### src/rtl/fetch_sequencer.sv
`default_nettype none
// ============================================================================
// Module   : fetch_sequencer
// Purpose  : Instruction-fetch controller for the SEQ core. Owns the program
//            counter, issues one instruction-memory request at a time,
//            hands fetched words to decode, follows branch redirects and
//            halts once the PC reaches PC_LIMIT.
// Ports    : clk, rst (async, active-low)
//            start                     - leave IDLE and begin fetching
//            imem_req_valid/ready/addr - request channel (addr == pc)
//            imem_resp_valid/data      - response channel (valid only)
//            inst_valid/ready/data/pc  - instruction channel to decode
//            redirect/redirect_target  - branch redirect from execute
//            busy, halted              - status
// Revision : 1.0 - initial release
// ============================================================================
module fetch_sequencer #(
    parameter int                ADDR_W   = 32,
    parameter logic [ADDR_W-1:0] PC_LIMIT = ADDR_W'('h200),
    parameter logic [ADDR_W-1:0] RESET_PC = '0
) (
    input  logic              clk,
    input  logic              rst,
    input  logic              start,
    output logic              imem_req_valid,
    input  logic              imem_req_ready,
    output logic [ADDR_W-1:0] imem_req_addr,
    input  logic              imem_resp_valid,
    input  logic [31:0]       imem_resp_data,
    output logic              inst_valid,
    input  logic              inst_ready,
    output logic [31:0]       inst_data,
    output logic [ADDR_W-1:0] inst_pc,
    input  logic              redirect,
    input  logic [ADDR_W-1:0] redirect_target,
    output logic              busy,
    output logic              halted
);

    typedef enum logic [2:0] {
        S_IDLE = 3'd0,
        S_REQ  = 3'd1,
        S_WAIT = 3'd2,
        S_HOLD = 3'd3,
        S_HALT = 3'd4
    } state_t;

    // Instructions are word aligned: the two low target bits are discarded.
    localparam logic [ADDR_W-1:0] c_align_mask = ~(ADDR_W'(3));

    state_t            r_state;
    logic [ADDR_W-1:0] r_pc;
    logic              r_drop;     // a response is still owed for a request that was redirected away
    logic [31:0]       r_inst_data;
    logic [ADDR_W-1:0] r_inst_pc;

    logic [ADDR_W-1:0] w_target;
    logic [ADDR_W-1:0] w_pc_next;
    logic              w_pc_ok;
    logic              w_next_ok;
    logic              w_target_ok;

    assign w_target    = redirect_target & c_align_mask;
    assign w_pc_next   = r_pc + ADDR_W'(4);     // wraps modulo 2^ADDR_W
    assign w_pc_ok     = (r_pc < PC_LIMIT);
    assign w_next_ok   = (w_pc_next < PC_LIMIT);
    assign w_target_ok = (w_target < PC_LIMIT);

    always_ff @(posedge clk or negedge rst) begin
        if (!rst) begin
            r_state     <= S_IDLE;
            r_pc        <= RESET_PC;
            r_drop      <= 1'b0;
            r_inst_data <= '0;
            r_inst_pc   <= '0;
        end else begin
            case (r_state)
                S_IDLE: begin
                    if (redirect) begin
                        r_pc <= w_target;
                    end else if (start) begin
                        r_state <= w_pc_ok ? S_REQ : S_HALT;
                    end
                end

                S_REQ: begin
                    if (redirect) begin
                        r_pc <= w_target;
                        if (imem_req_ready) begin
                            // Request already accepted at the old pc: its
                            // response must be swallowed before refetching.
                            r_drop  <= 1'b1;
                            r_state <= S_WAIT;
                        end else if (!w_target_ok) begin
                            r_state <= S_HALT;
                        end
                    end else if (imem_req_ready) begin
                        r_state <= S_WAIT;
                    end
                end

                S_WAIT: begin
                    if (redirect) begin
                        r_pc <= w_target;
                        if (imem_resp_valid) begin
                            r_drop  <= 1'b0;
                            r_state <= w_target_ok ? S_REQ : S_HALT;
                        end else begin
                            r_drop <= 1'b1;
                        end
                    end else if (imem_resp_valid) begin
                        if (r_drop) begin
                            r_drop  <= 1'b0;
                            r_state <= w_pc_ok ? S_REQ : S_HALT;
                        end else begin
                            r_inst_data <= imem_resp_data;
                            r_inst_pc   <= r_pc;
                            r_state     <= S_HOLD;
                        end
                    end
                end

                S_HOLD: begin
                    // A redirect discards the held word even if decode takes
                    // it in the same cycle.
                    if (redirect) begin
                        r_pc    <= w_target;
                        r_state <= w_target_ok ? S_REQ : S_HALT;
                    end else if (inst_ready) begin
                        r_pc    <= w_pc_next;
                        r_state <= w_next_ok ? S_REQ : S_HALT;
                    end
                end

                S_HALT: begin
                    r_state <= S_HALT;
                end

                default: begin
                    r_state <= S_IDLE;
                end
            endcase
        end
    end

    assign imem_req_valid = (r_state == S_REQ);
    assign imem_req_addr  = r_pc;
    assign inst_valid     = (r_state == S_HOLD);
    assign inst_data      = r_inst_data;
    assign inst_pc        = r_inst_pc;
    assign busy           = (r_state != S_IDLE) && (r_state != S_HALT);
    assign halted         = (r_state == S_HALT);

endmodule
`default_nettype wire
### config.mk
export PLATFORM = sky130hd
export DESIGN_NAME = fetch_sequencer
export DESIGN_NICKNAME = d
export VERILOG_FILES = /design/src/rtl/fetch_sequencer.sv
export SDC_FILE = /design/constraint.sdc
export NUM_CORES = 1
export LEC_CHECK = 0
export CAP_MARGIN = 40
export CELL_PAD_IN_SITES_DETAIL_PLACEMENT = 1
export CELL_PAD_IN_SITES_GLOBAL_PLACEMENT = 1
export CORE_ASPECT_RATIO = 1.2
export CORE_MARGIN = 4
export CORE_UTILIZATION = 42
export DETAILED_ROUTE_END_ITERATION = 12
export DONT_BUFFER_PORTS = 1
export PLACE_DENSITY_LB_ADDON = 0.1
export REMOVE_ABC_BUFFERS = 1
export SLEW_MARGIN = 10
export SYNTH_ARGS = -nofsm -noshare
export SYNTH_HDL_FRONTEND = slang
export SYNTH_SLANG_ARGS = --single-unit
### constraint.sdc
create_clock -name clk -period 2.3 [get_ports clk]
set_input_delay 0.46 -clock clk [delete_from_list [all_inputs] [get_ports clk]]
set_output_delay 0.46 -clock clk [all_outputs]
set_load 0.02 [all_outputs]
# Word level (Yosys, flattened, before mapping)
# Cells that the tools add are included.
totals:
  ff_bits: 100
  in_bits: 71
classes:
  addsub: 1
  magnitude_cmp: 3
  eq_ne: 15
  muxes: 26
  bitwise_logic: 2
  n_reduce_logical: 10
ops:
  columns: ["op", "count"]
  rows:
  - ["$lt 32x10->1 const B", 3]
  - ["$mux 32", 3]
  - ["$pmux 32 s2", 1]
  - ["$mux 3", 15]
  - ["$add 32x3->32 const B", 1]
  - ["$pmux 3 s5", 1]
  - ["$ne 3x3->1 const B", 3]
  - ["$reduce_and 4->1", 2]
  - ["$eq 3x2->1 const B", 2]
  - ["$ne 2x1->1 const B", 3]
  - ["$ne 2x2->1 const B", 3]
  - ["$ne 3x1->1 const B", 2]
  - ["$reduce_and 6->1", 1]
  - ["$mux 1", 5]
  - ["$reduce_bool 2->1", 2]
  - ["$eq 3x1->1 const B", 1]
  - ["$eq 3x3->1 const B", 1]
  - ["$logic_not 3->1", 1]
  - ["$reduce_and 3->1", 1]
  - ["$reduce_bool 3->1", 1]
  - ["$reduce_or 3->1", 1]
  - ["$not 1->1", 2]
  - ["$pmux 1 s2", 1]
  - ["$logic_and 1x1->1", 1]

# Depth between registers and ports, before layout
# Gate-level depths: netlist (run 1).
logic_depth:
  ltp_word: 6
  ltp_mapped: 10
  ltp_nobuf: 9

# Worst setup path after synthesis (run 1)
# OpenSTA, ideal clock, no wires.
synth_timing:
  path_kind: "reg2reg"
  startpoint: "register r_pc[2] (netlist: imem_req_addr[2])"
  endpoint: "register r_state[2]"
  arrival_time_ns: 2.506
  t_required_ns: 2.180
  setup_slack_ns: -0.326
  stages_incl_launch_ff: 10
  synth_period_minus_slack_ns: 2.626
  path_cell_list: "dfrtp_1 ha_1 and4_1 nand2_1 or4_4 xor2_1 nand3_1 nor3_1 a21oi_2 o211a_1"
synth_between:
  elab_chain_cells: 6
  word_cells_on_any_way: 13
  cone_classes: "add/sub (1); order compare (2); mux (10)"
synth_lines:
  columns: ["element", "line_no", "source"]
  rows:
  - ["start, declared", "52", "logic [ADDR_W-1:0] r_pc;"]
  - ["start signal, assigned", "80", "r_pc <= w_target;"]
  - ["start signal, assigned", "88", "r_pc <= w_target;"]
  - ["start signal, assigned", "104", "r_pc <= w_target;"]
  - ["$add 32x3->32 or $lt 32x10->1 (tied branches)", "64, 65", null]
  - ["$lt 32x10->1 or $mux 3 (tied branches)", "66, 82, 114", null]
  - ["$mux 3 (on tied branches)", "131, 112", null]
  - ["$mux 3 (on tied branches)", "129, 111", null]
  - ["$mux 3 (on tied branches)", "126, 103", null]
  - ["$pmux 3 s5 *", "77", "case (r_state)"]
  - ["end signal, assigned", "82", "r_state <= w_pc_ok ? S_REQ : S_HALT;"]
  - ["end signal, assigned", "128", "r_state <= w_target_ok ? S_REQ : S_HALT;"]
  - ["end signal, assigned", "131", "r_state <= w_next_ok ? S_REQ : S_HALT;"]
  - ["end, declared", "51", "state_t r_state;"]
# Every way passes the cells marked *; elsewhere a longest branch is shown, timed or not. The select of a mux whose other input is x is not followed.
# A chain may end at the register's enable or synchronous reset.

# Worst setup path after layout (run 1)
# Ends and elaborated chain as after synthesis.

==> flow_metrics.tcl, run 1 <==
set metrics [dict create \
    overflow 0 \
    wire_per_inst_microns 21.4 \
    dp.cells 722 \
    avgViaCountPerCell 5.91 \
    fmax_mhz 427 \
    relSlewSlack 0.643 \
    cp_data_required_time_ps 2540 \
    status "finished with violations" \
    reg2reg_to "r_state[2]$_DFFE_PN0P_" \
    drc 0 \
    grt_use_met3 0.0615 \
    crit_path_start_kind "flip-flop" \
    fin_skew_ps 9.95 \
    cts_num_sinks 96 \
    worstPathArrival_ps 2580 \
    drive_gt1_frac 0.289 \
    die_w_microns 108 \
    clock_latency_ps 350 \
    layout_commonest_cell "dfrtp_1" \
    power_density_nw_per_um2 1300 \
    start_util 0.434 \
    timing.final.crit_share 1.02 \
    grt_max_degree 97 \
    r2r_slack_ps -40 \
    hold_violations 96 \
    busiest_layer "met2" \
    final_cell_area_sq_um 6040 \
    met2_usage 0.387 \
    syn_area_per_cell_sq_um 9.41 \
    fp.dieArea_sq_um 13900 \
    place_area_sq_um 5640 \
    synth_cell_type_count 45 \
    die_y_microns 128 \
    report.final.slew_viol_count 0 \
    grt_pass1_wl_mm 24.9 \
    final_cell_mix "dfrtp_1, buf_4, mux2_2" \
    cts_tree "yes" \
    root_buffer "clkbuf_16" \
    timing.rr.start "imem_req_addr[2]$_DFFE_PN0P_" \
    rows 43 \
    path_class "flip-flop to flip-flop" \
    tightest_slew_ps 535 \
    netlist_area_sq_um 5060 \
    cp_max_fo 9 \
    ys.flop_type "dfrtp_1" \
    area_growth_pct 19.2 \
    synth-edff-count 0 \
    endpoint_kind "flip-flop" \
    cts_buffers 9 \
    holdWs_ps -199 \
    async_flop_share 1.00 \
    instances_no_fill 742 \
    total_power_w 0.00787 \
    ant_nets 0 \
    dp_slack_ps -49.9 \
    vias 4385 \
    antenna_found_initial 0 \
    worst-r2r-cell-count 11 \
    final_util 0.517 \
    cts_buffer_depth 2 \
    worstSetupStartpoint "imem_req_addr[2]$_DFFE_PN0P_" \
    grt_use_met1 0.287 \
    violations "negative hold slack, negative setup slack" \
    cts_max_level 3 \
    grt_setup_unrepaired "true" \
    timing.final.crit_period_ps 2340 \
    synth-seq-cells 96 \
    fillers 1350 \
    hp-class "input pin to asynchronous set/reset pin" \
    ioPinCount 171 \
    seq_area_sq_um 2400 \
    synth-warning-count 0 \
    seq_area_frac_synth 0.474 \
    antenna_cells 0 \
    ir_drop_uv 738 \
    hpwl_mm 11.5 \
    core-area_sq_um 11700 \
    grt_pass1_vias 4539 \
    maxCapViolCount 0 \
    setup_violations 1 \
    grt_usage 0.228 \
    multi_input_area_sq_um 2540 \
    io_buffers 0 \
    leakagePower_nw 2.72 \
    gp_congestion 0.874 \
    cts.clk_slew.worst_paths_ps 70 \
    drt_iter0_drc 302 \
    nNetsFinal 652 \
    syn_inst 538 \
    first_pass_iters 4 \
    fin_ws_ps -40.0 \
    drt-total-wl_mm 15.9 \
]
## repair_timing
| item | CTS | global route |
|---|---|---|
| endpoints found under the hold margin | 96 | 96 |
| resized for setup | 7 | 13 |
| setup buffers | 0 | 4 |
| pin swaps | 2 | 7 |
| endpoints found under the setup margin | 2 | 2 |
## cells by family (layout without fill, tap and decap cells)
| group | Yosys count | in the layout | share of synthesized area |
|---|---|---|---|
| AOI/OAI and AO/OA | 119 | 119 | 0.133 |
| DFF | 96 | 96 | 0.474 |
| xor gates and xnor gates | 11 | 11 | 0.0190 |
| and+or+nand+nor | 198 | 198 | 0.192 |
| other | 1 | 4 | 0.000741 |
| buffers and inverters | 52 | 96 | 0.0455 |
| muxes | 60 | 60 | 0.133 |
| adders and majority gates | 1 | 1 | 0.00247 |
## through the flow
stage	hold WS, ps	setup TNS [ps]
after detailed placement	167	-49.9
after CTS	-208	-5.37
final	-199	-40.0
after floorplan	164	-67290
after global routing	-214	-209
after global placement	167	-11.4
## registers in the layout (all words and copies together) (netlist names)
signal,flops
r_drop,1
inst_pc,30
inst_data,32
r_state,3
imem_req_addr,30
## worst max-delay path by stage
stage	to	slack, ps	cells after the start
finish	r_state[2]$_DFFE_PN0P_	-40	11
global route	r_state[2]$_DFFE_PN0P_	-150	11
CTS	r_state[2]$_DFFE_PN0P_	-5	10
detailed placement	r_state[2]$_DFFE_PN0P_	-50	10
global placement	r_state[2]$_DFFE_PN0P_	-10	11
floorplan	imem_req_addr[13]$_DFFE_PN0P_	-900	6
## cell usage after synthesis (all sizes together), types with 13 or more instances
master	number	area, sq um
nand4	20	131
mux2	58	653
nor3	15	80.1
nand3	22	110
dfrtp	96	2400
clkbuf	30	113
buf	14	87.6
nand2	47	176
o22ai	13	81.3
nor2	56	210
o21ai	26	130
a21oi	58	294
## routing by layer
layer / wire length, microns / vias up
met5: 0 / -
met4: 232 / 0
met3: 1230 / 18
met2: 7840 / 158
met1: 6590 / 2209
li1: - / 2000
## critical path, cell delays in order, from the launching register on
cell and delay (ps):
dfrtp_1 380, buf_6 170, and3_4 190, buf_4 110, and3b_2 320, nand3_1 100
o21ai_0 210, nand4_1 130, nor3_2 220, buf_4 150, a21oi_2 50, o211a_1 200
## cell type report
cell class,instances,share of cell area
inverter,8,0.00497
multi-input combinational,393,0.421
sequential,96,0.398
tap,157,0.0325
clock buffer,10,0.0379
clock inverter,6,0.00788
timing repair buffer,72,0.0982
## report_power, final
part / total, W / switching, W / internal (W)
sequential: 0.00320 / 0.000908 / 0.00229
clock: 0.00143 / 0.000678 / 0.000749
combinational: 0.00324 / 0.00196 / 0.00128
Note: power is estimated with default switching activity, not from simulation.
==> run 2: changes to the inputs <==
--- a/config.mk
+++ b/config.mk
@@ -11,9 +11,10 @@
 export CORE_ASPECT_RATIO = 1.2
 export CORE_MARGIN = 4
 export CORE_UTILIZATION = 42
+export CTS_CLUSTER_DIAMETER = 80
 export DETAILED_ROUTE_END_ITERATION = 12
 export DONT_BUFFER_PORTS = 1
-export PLACE_DENSITY_LB_ADDON = 0.1
+export PLACE_DENSITY = 0.87
 export REMOVE_ABC_BUFFERS = 1
 export SLEW_MARGIN = 10
 export SYNTH_ARGS = -nofsm -noshare
==> run 2 against run 1 <==
  * The flow finishes with violations (negative hold slack)
  * Combinational power hardly changed
  * Sequential power hardly changed
  * Cell area is 0.83% lower
  * Count of clock-buffer cells in the layout is 1 lower
  * Clock skew hardly changed
  * Flip-flop and latch count stayed put
  * Critical endpoint unchanged
  * Largest cell class unchanged
  * Largest power group unchanged
==> flow_metrics.tcl, run 2 (synthesized netlist as in run 1, its figures left out) <==
set metrics [dict create \
    status "finished with violations" \
    violations "negative hold slack" \
    cp_data_required_time_ps 2550 \
    crit_buf_inv 1 \
    gp_congestion 0.885 \
    ir_drop_uv 537 \
    crit_slowest_cell "or4_4" \
    endpoint_kind "flip-flop" \
    fin_ws_ps 12.6 \
    hpwl_mm 12.0 \
    drt-total-wl_mm 16.8 \
    cts_num_sinks 96 \
    worstPathArrival_ps 2540 \
    root_buffer "clkbuf_16" \
    grt_pass1_wl_mm 26.5 \
    grt_setup_unrepaired "true" \
    overflow 0 \
    cts_buffer_depth 2 \
    cp_top_family "simple AND/OR/NAND/NOR gates" \
    drt_iter0_drc 308 \
    die_y_microns 128 \
    timing.final.crit_share 0.995 \
    antenna_found_initial 0 \
    first_pass_iters 6 \
    multi_input_area_sq_um 2520 \
    place_area_sq_um 5600 \
    crit_path_start_kind "flip-flop" \
    antenna_cells 0 \
    layout_commonest_cell "dfrtp_1" \
    cts_buffers 9 \
    route.met2.wl_mm 8.75 \
    nNetsFinal 647 \
    fillers 1330 \
    power_density_nw_per_um2 1350 \
    wl_met1_mm 6.30 \
    final_cell_mix "dfrtp_1, buf_4, mux2_2" \
    drive_gt1_frac 0.283 \
    relSlewSlack 0.591 \
    core-area_sq_um 11700 \
    start_util 0.434 \
    fp.dieArea_sq_um 13900 \
    final_cell_area_sq_um 5990 \
    area_growth_pct 18.2 \
    fin_skew_ps 9.76 \
    report.final.slew_viol_count 0 \
    wire_per_inst_microns 22.8 \
    timing.rr.start "imem_req_addr[3]$_DFFE_PN0P_" \
    grt_pass1_vias 4847 \
    maxCapViolCount 0 \
    setup_violations 0 \
    grt_usage 0.245 \
    fmax_mhz 437 \
    total_power_w 0.00810 \
    path_cells "ha_2 -> and4_4 -> nand2_2 -> or4_4 -> xor2_1 -> nand3_1 -> nor3_2 -> buf_4 -> a21oi_2 -> o211a_1" \
    rows 43 \
    path_class "flip-flop to flip-flop" \
    grt_max_degree 97 \
    cts_tree "yes" \
    worst-r2r-cell-count 10 \
    leakagePower_nw 2.68 \
    ant_nets 0 \
    ioPinCount 171 \
    hp-class "input pin to asynchronous set/reset pin" \
    holdWs_ps -205 \
    seq_area_sq_um 2400 \
    cts_max_level 3 \
    highest_layer "met4" \
    die_w_microns 108 \
    largest_reg_flops 32 \
    hold_violations 96 \
    avgViaCountPerCell 6.04 \
    reg2reg_to "r_state[2]$_DFFE_PN0P_" \
    r2r_slack_ps 10 \
    crit_path_max_incr_delay_ps 550 \
    wl_met3_mm 1.33 \
    drc 0 \
    dp_slack_ps -92.3 \
    vias 4452 \
    io_buffers 0 \
    cts.clk_slew.worst_paths_ps 80 \
    tightest_slew_ps 608 \
    cp_max_fo 3 \
    timing.final.crit_period_ps 2290 \
    clock_latency_ps 350 \
]
## run 2: timing repair
item	in CTS	in global routing
endpoints found under the hold margin	96	96
pin swaps	0	3
setup buffers	0	2
setup endpoints to repair	2	2
gates resized for setup	7	7
## run 2: area by class of cell
cell class                      count  share of cell area
Tap cell                          157              0.0328
Sequential cell                    96               0.401
Clock buffer                        9              0.0376
Clock inverter                      7              0.0159
Timing Repair Buffer               67              0.0867
Inverter                            8             0.00502
Multi-Input combinational cell    393               0.421
## run 2: worst max-delay path by stage
stage	from	to	cells past startpoint
after floorplan	r_state[2]$_DFFE_PN0P_	imem_req_addr[13]$_DFFE_PN0P_	6
after global placement	imem_req_addr[2]$_DFFE_PN0P_	r_state[2]$_DFFE_PN0P_	11
after detailed placement	imem_req_addr[2]$_DFFE_PN0P_	r_state[2]$_DFFE_PN0P_	11
after CTS	imem_req_addr[3]$_DFFE_PN0P_	r_state[2]$_DFFE_PN0P_	10
after global routing	imem_req_addr[3]$_DFFE_PN0P_	r_state[2]$_DFFE_PN0P_	11
final	imem_req_addr[3]$_DFFE_PN0P_	r_state[2]$_DFFE_PN0P_	10
## run 2: where the power goes
| part | switching, W | internal [W] |
|---|---|---|
| Combinational | 0.00200 | 0.00126 |
| Clock | 0.000747 | 0.000881 |
| Sequential | 0.000925 | 0.00229 |
| Total | 0.00367 | 0.00443 |
## run 2: stage by stage
stage	hold WS, ps	util	cells	TNS [ps]
finish	-205	0.513	737	0
global route	-223	0.513	737	-182
CTS	-218	0.509	735	-15.4
detailed placement	166	0.479	719	-119
global placement	167	0.479	719	-5.17
floorplan	164	-	497	-67290
## run 2: routing by layer
metal  GRT usage  vias up
met5           0        -
met4       0.109        0
met3      0.0660       36
met2       0.422      171
met1       0.284     2245
li1            -     2000
## run 2: worst reg2reg max path, cell delays in order (launching register included)
cell and delay (ps):
dfrtp_1 360, ha_2 200, and4_4 260, nand2_2 70, or4_4 550, xor2_1 150, nand3_1 90, nor3_2 120
buf_4 150, a21oi_2 60, o211a_1 200
